$ cat config.mk
export PLATFORM = sky130hd
export DESIGN_NAME = capture_scheduler
export DESIGN_NICKNAME = d
export VERILOG_FILES = /design/src/rtl/capture_scheduler.sv
export SDC_FILE = /design/constraint.sdc
export NUM_CORES = 1
export LEC_CHECK = 0
export ABC_AREA = 1
export CAP_MARGIN = 10
export CORE_ASPECT_RATIO = 0.5
export CORE_UTILIZATION = 45
export DETAILED_ROUTE_END_ITERATION = 12
export GPL_TIMING_DRIVEN = 1
export PLACE_DENSITY_LB_ADDON = 0.1
export RECOVER_POWER = 25
export SLEW_MARGIN = 20
export SYNTH_ARGS = -nofsm -noshare
export SYNTH_HDL_FRONTEND = slang
export SYNTH_SLANG_ARGS = --single-unit
$ cat constraint.sdc
create_clock -name clk -period 4.65 [get_ports clk]
set_clock_uncertainty 0.1 [all_clocks]
set_input_delay 0.465 -clock clk [delete_from_list [all_inputs] [get_ports clk]]
set_output_delay 0.465 -clock clk [all_outputs]
set_load 0.02 [all_outputs]
$ cat src/rtl/capture_scheduler.sv
`default_nettype none
// ============================================================================
// Module   : capture_scheduler
// Purpose  : Round-robin arbiter in front of one shared capture/hold register.
//            Optional macro CAPTURE_SCHED_PRIO0_EN gives requester 0 priority.
// Revision : 1.0 - initial release
// ============================================================================
module capture_scheduler #(
  parameter int NREQ = 4,
  parameter int DW   = 9,
  parameter int HOLD = 3,
  localparam int IW  = $clog2(NREQ)
) (
  input  logic                 clk,
  input  logic                 rst_n,
  input  logic [NREQ-1:0]      req,
  input  logic [NREQ*DW-1:0]   data,
  output logic [NREQ-1:0]      gnt,
  output logic                 busy,
  output logic                 done,
  output logic [DW+IW:0]       y
);

  localparam int CW = (HOLD > 1) ? $clog2(HOLD) : 1;

  typedef enum logic [0:0] {
    S_IDLE = 1'b0,
    S_BUSY = 1'b1
  } state_t;

  state_t          state_q, state_d;
  logic [IW-1:0]   ptr_q, ptr_d;
  logic [CW-1:0]   cnt_q, cnt_d;
  logic [NREQ-1:0] gnt_q, gnt_d;
  logic            busy_q, busy_d;
  logic            done_q, done_d;
  logic [DW-1:0]   cap_data_q, cap_data_d;
  logic [IW-1:0]   cap_id_q, cap_id_d;
  logic            cap_valid_q, cap_valid_d;

  logic            hi_found;
  logic [IW-1:0]   hi_idx;
  logic [IW-1:0]   lo_idx;
  logic [IW-1:0]   win_idx;
  logic [DW-1:0]   win_data;

  // Winner = lowest request at/above ptr, else lowest request overall (wrap).
  always_comb begin
    hi_found = 1'b0;
    hi_idx   = '0;
    lo_idx   = '0;
    for (int i = NREQ - 1; i >= 0; i--) begin
      if (req[i]) begin
        lo_idx = IW'(i);
        if (IW'(i) >= ptr_q) begin
          hi_found = 1'b1;
          hi_idx   = IW'(i);
        end
      end
    end
    win_idx = hi_found ? hi_idx : lo_idx;
`ifdef CAPTURE_SCHED_PRIO0_EN
    if (req[0]) begin
      win_idx = '0;
    end
`endif
    win_data = '0;
    for (int i = 0; i < NREQ; i++) begin
      if (win_idx == IW'(i)) begin
        win_data = data[i*DW +: DW];
      end
    end
  end

  always_comb begin
    state_d     = state_q;
    ptr_d       = ptr_q;
    cnt_d       = cnt_q;
    gnt_d       = gnt_q;
    busy_d      = busy_q;
    done_d      = done_q;
    cap_data_d  = cap_data_q;
    cap_id_d    = cap_id_q;
    cap_valid_d = cap_valid_q;
    case (state_q)
      S_IDLE: begin
        done_d = 1'b0;
        if (req != '0) begin
          state_d     = S_BUSY;
          gnt_d       = NREQ'(1) << win_idx;
          busy_d      = 1'b1;
          cnt_d       = CW'(HOLD - 1);
          cap_id_d    = win_idx;
          cap_data_d  = win_data;
          cap_valid_d = 1'b0;
        end
      end
      S_BUSY: begin
        if (cnt_q != '0) begin
          cnt_d = cnt_q - CW'(1);
        end else begin
          state_d     = S_IDLE;
          gnt_d       = '0;
          busy_d      = 1'b0;
          done_d      = 1'b1;
          cap_valid_d = 1'b1;
          ptr_d       = (cap_id_q == IW'(NREQ - 1)) ? '0 : cap_id_q + IW'(1);
        end
      end
      default: state_d = S_IDLE;
    endcase
  end

  always_ff @(posedge clk or negedge rst_n) begin
    if (!rst_n) begin
      state_q     <= S_IDLE;
      ptr_q       <= '0;
      cnt_q       <= '0;
      gnt_q       <= '0;
      busy_q      <= 1'b0;
      done_q      <= 1'b0;
      cap_data_q  <= '0;
      cap_id_q    <= '0;
      cap_valid_q <= 1'b0;
    end else begin
      state_q     <= state_d;
      ptr_q       <= ptr_d;
      cnt_q       <= cnt_d;
      gnt_q       <= gnt_d;
      busy_q      <= busy_d;
      done_q      <= done_d;
      cap_data_q  <= cap_data_d;
      cap_id_q    <= cap_id_d;
      cap_valid_q <= cap_valid_d;
    end
  end

  assign gnt  = gnt_q;
  assign busy = busy_q;
  assign done = done_q;
  assign y    = {cap_data_q, cap_id_q, cap_valid_q};

endmodule
`default_nettype wire

==> summary.md <==
| Metric | Value |
|---|---|
| Clock Path Buffers | `2` |
| Synth area leader | `dfrtp_1` |
| Multi-input logic area | `678 sq um` |
| Status | `complete, no violations` |
| Largest net degree at the start of global routing | `26` |
| Clk pin slew, worst setup/hold paths | `90 ps` |
| Worst setup EP type | `flop` |
| Post-synth ARST share | `1.00` |
| Pwr dens | `568 nW/um^2` |
| Drc violations | `0` |
| Total power | `1.15 mW` |
| Total global-route track usage | `0.225` |
| Reg area | `576 sq um` |
| Synth top area cells | `dfrtp_1 41%, nand2_1 15%, nand3_1 8.2%` |
| Metal3 WL | `202 um` |
| Reg2reg path depth | `9` |
| Register area share after synthesis | `0.408` |
| Max-slew headroom | `0.194` |
| DR vias | `1448` |
| Crit path capture | `cnt_q[0]` |
| Worst path arrival time | `2490 ps` |
| Wire per inst | `11.9 um` |
| Initial antenna violation count | `0` |
| Die area | `3380 sq um` |
| Highest Clock Rate | `0.410 GHz` |
| M1 WL | `1640 um` |
| First-pass GRT wire length | `5840 um` |
| Crit path time final | `2440 ps` |
| Fillers | `230` |
| FF+latch count, synth | `23` |
| Worst Path Max Fanout | `17` |
| Total core area | `2780 sq um` |
| Worst Hold Class | `primary input to async pin` |
| Hpwl dp | `2630 um` |
| Max Cap Viol | `0` |
| Met2 WL | `1590 um` |
| Reg2reg setup slack | `2500 ps` |
| CTS root buf | `clkbuf_8` |
| Final cycle utilization of the critical path | `0.524` |
| Worst Path Required | `4700 ps` |
| Port Buffers | `59` |
| Vias per inst | `5.01` |
| Worst-margin pin slew | `1210 ps` |
| Vias in the first global route | `1392` |
| # resized after CTS | `0` |
| Post-synth net total | `240` |
| Worst Setup Slack post-DPL | `1930 ps` |
| Slew Viols, Final | `0` |
| Top cell type's share of synthesized area | `0.408` |
| Clk Latency, worst-skew pair | `270 ps` |
| # clock sinks | `23` |
| Htree depth | `1` |
| Die height | `41.6 um` |
| Top-level I/O count | `60` |
| Post-synth EDFFs | `0` |
| Final setup viols | `0` |
| Final Cell Area | `2030 sq um` |
| Num CTS Buffers | `3` |
| Leak pwr | `1.00 nW` |
| Warnings from Yosys | `0` |
| Number of nets in the layout | `297` |
| Inst Count DP | `285` |
| DRT Pass-1 Iters | `4` |
| Total setup buffers inserted after CTS | `0` |
| Area after DPL | `1990 sq um` |
| Routed wire length | `3440 um` |
| Hold Violations, Final | `0` |
| Synthesized area per cell | `7.19 sq um` |
| Crit Path Category | `primary input to flop` |
| Layout Cells excl Fill | `289` |
| CP Launch Type | `primary input` |
| Top_reg_cell synth | `dfrtp_1` |
| R2R Path End | `cap_data_q[4]` |
| Row count | `13` |
| Worst ir drop on vdd | `0.000328 V` |
| Remaining antenna violation count | `0` |
| N_diodes | `0` |
| Cells after synthesis | `196` |
| DR iter-0 viols | `101` |
| Mapped Area | `1410 sq um` |
| Syn-to-layout area delta | `43.8%` |
| Setup TNS | `0 ps` |
| Top sig layer | `met4` |
| PnR worst setup slack | `2210 ps` |
| RSZ-0062 raised after global routing | `false` |
| Share of layout cells above drive strength 1 | `0.0635` |
| CTS tree | `yes` |
| Synth cell types | `27` |
| Die X | `81.2 um` |
| Crit path from | `req[0]` |
| Cts hold-fix bufs | `0` |
| GRT overflow | `0` |
| Worst flop-to-flop path startpoint | `ptr_q[1]` |
| Effective utilization at floorplan | `0.507` |
| GPL Wtd Cong | `0.838` |
==> synth_stat cells, types with 2 or more instances <==
library cell  instances
nand2_1              57
nor2_1               26
inv_1                25
dfrtp_1              23
nand3_1              23
o21ai_1               6
nand4_1               5
nand3_2               4
o21ai_0               4
a31oi_1               2
buf_2                 2
buf_6                 2
ha_1                  2
nand2_2               2
==> cell usage in the layout, fill, tap and decap left out <==
| cell type | n |
|---|---|
| a21oi_1 | 1 |
| a21oi_2 | 1 |
| mux2_2 | 1 |
| a31oi_1 | 2 |
| nand4_1 | 5 |
| inv_2 | 1 |
| inv_1 | 25 |
| clkinv_2 | 1 |
| nand2_2 | 2 |
| nand3_1 | 23 |
| nor3_1 | 1 |
| nor2_4 | 1 |
| nor2_1 | 26 |
| nand2_4 | 1 |
| o21ai_0 | 4 |
| clkbuf_8 | 3 |
| o21ai_1 | 6 |
| o21a_1 | 1 |
| o31ai_1 | 1 |
| a31oi_2 | 1 |
| clkbuf_1 | 1 |
| clkdlybuf4s50_1 | 58 |
| nand2_1 | 57 |
| nand3_2 | 4 |
| ha_1 | 2 |
| dfrtp_1 | 23 |
==> registers in the layout, indices dropped and copies added (netlist names) <==
register and count:
cap_id_q 2, gnt 4, busy 1, ptr_q 2, done 1, state_q 1
cnt_q 2, cap_data_q 9, cap_valid_q 1
==> area by class of cell <==
class	instances	area share
Inverter	26	0.0481
Sequential cell	23	0.284
Clock buffer	3	0.0204
Clock inverter	1	0.00247
Timing Repair Buffer	59	0.288
Tap cell	37	0.0228
Multi-Input combinational cell	140	0.334
==> per-layer routing <==
metal  global-route usage  up-vias
li1                     -      734
met1                0.296      662
met2                0.385       50
met3               0.0593        2
met4               0.0214        0
met5                    0        -
==> metrics by stage <==
| stage | hold slack, ps | utilization |
|---|---|---|
| 2_1_floorplan | 69.4 | - |
| 3_3_place_gp | 359 | 0.715 |
| 3_5_place_dp | 366 | 0.715 |
| 4_1_cts | 388 | 0.731 |
| 5_1_grt | 421 | 0.729 |
| 6_report | 324 | 0.729 |
==> cells by family (layout without fill, tap and decap cells) <==
kind of cell | Yosys count | count (layout) | share of synthesized area
AO/OA/AOI/OAI | 17 | 17 | 0.0736
multiplexers | 1 | 1 | 0.00799
adder cells (fa/ha/maj) | 2 | 2 | 0.0177
AND/OR/NAND/NOR | 120 | 120 | 0.382
flip-flops | 23 | 23 | 0.408
buffers and inverters | 33 | 89 | 0.111
==> worst min-delay path by stage <==
stage	slack (ps)	endpoint	cells past startpoint	startpoint
5_1_grt	420	busy	2	busy
6_report	320	cnt_q[1]	1	rst_n
3_3_place_gp	360	cap_valid_q	2	cap_valid_q
4_1_cts	390	done	2	done
2_1_floorplan	70	busy	0	rst_n
3_5_place_dp	370	done	2	done
==> worst max-delay path, stage by stage <==
cell and delay (ps):
clkdlybuf4s50_1 490, inv_1 90, a31oi_2 680, inv_1 440, o21ai_0 220, o21ai_0 100
==> where the power goes <==
group | internal, mW | total, mW | switching (mW)
Combinational | 0.280 | 0.673 | 0.394
Sequential | 0.291 | 0.352 | 0.0602
Clock | 0.0599 | 0.128 | 0.0678
Total | 0.631 | 1.15 | 0.522
(Power assumes the default switching activity.)
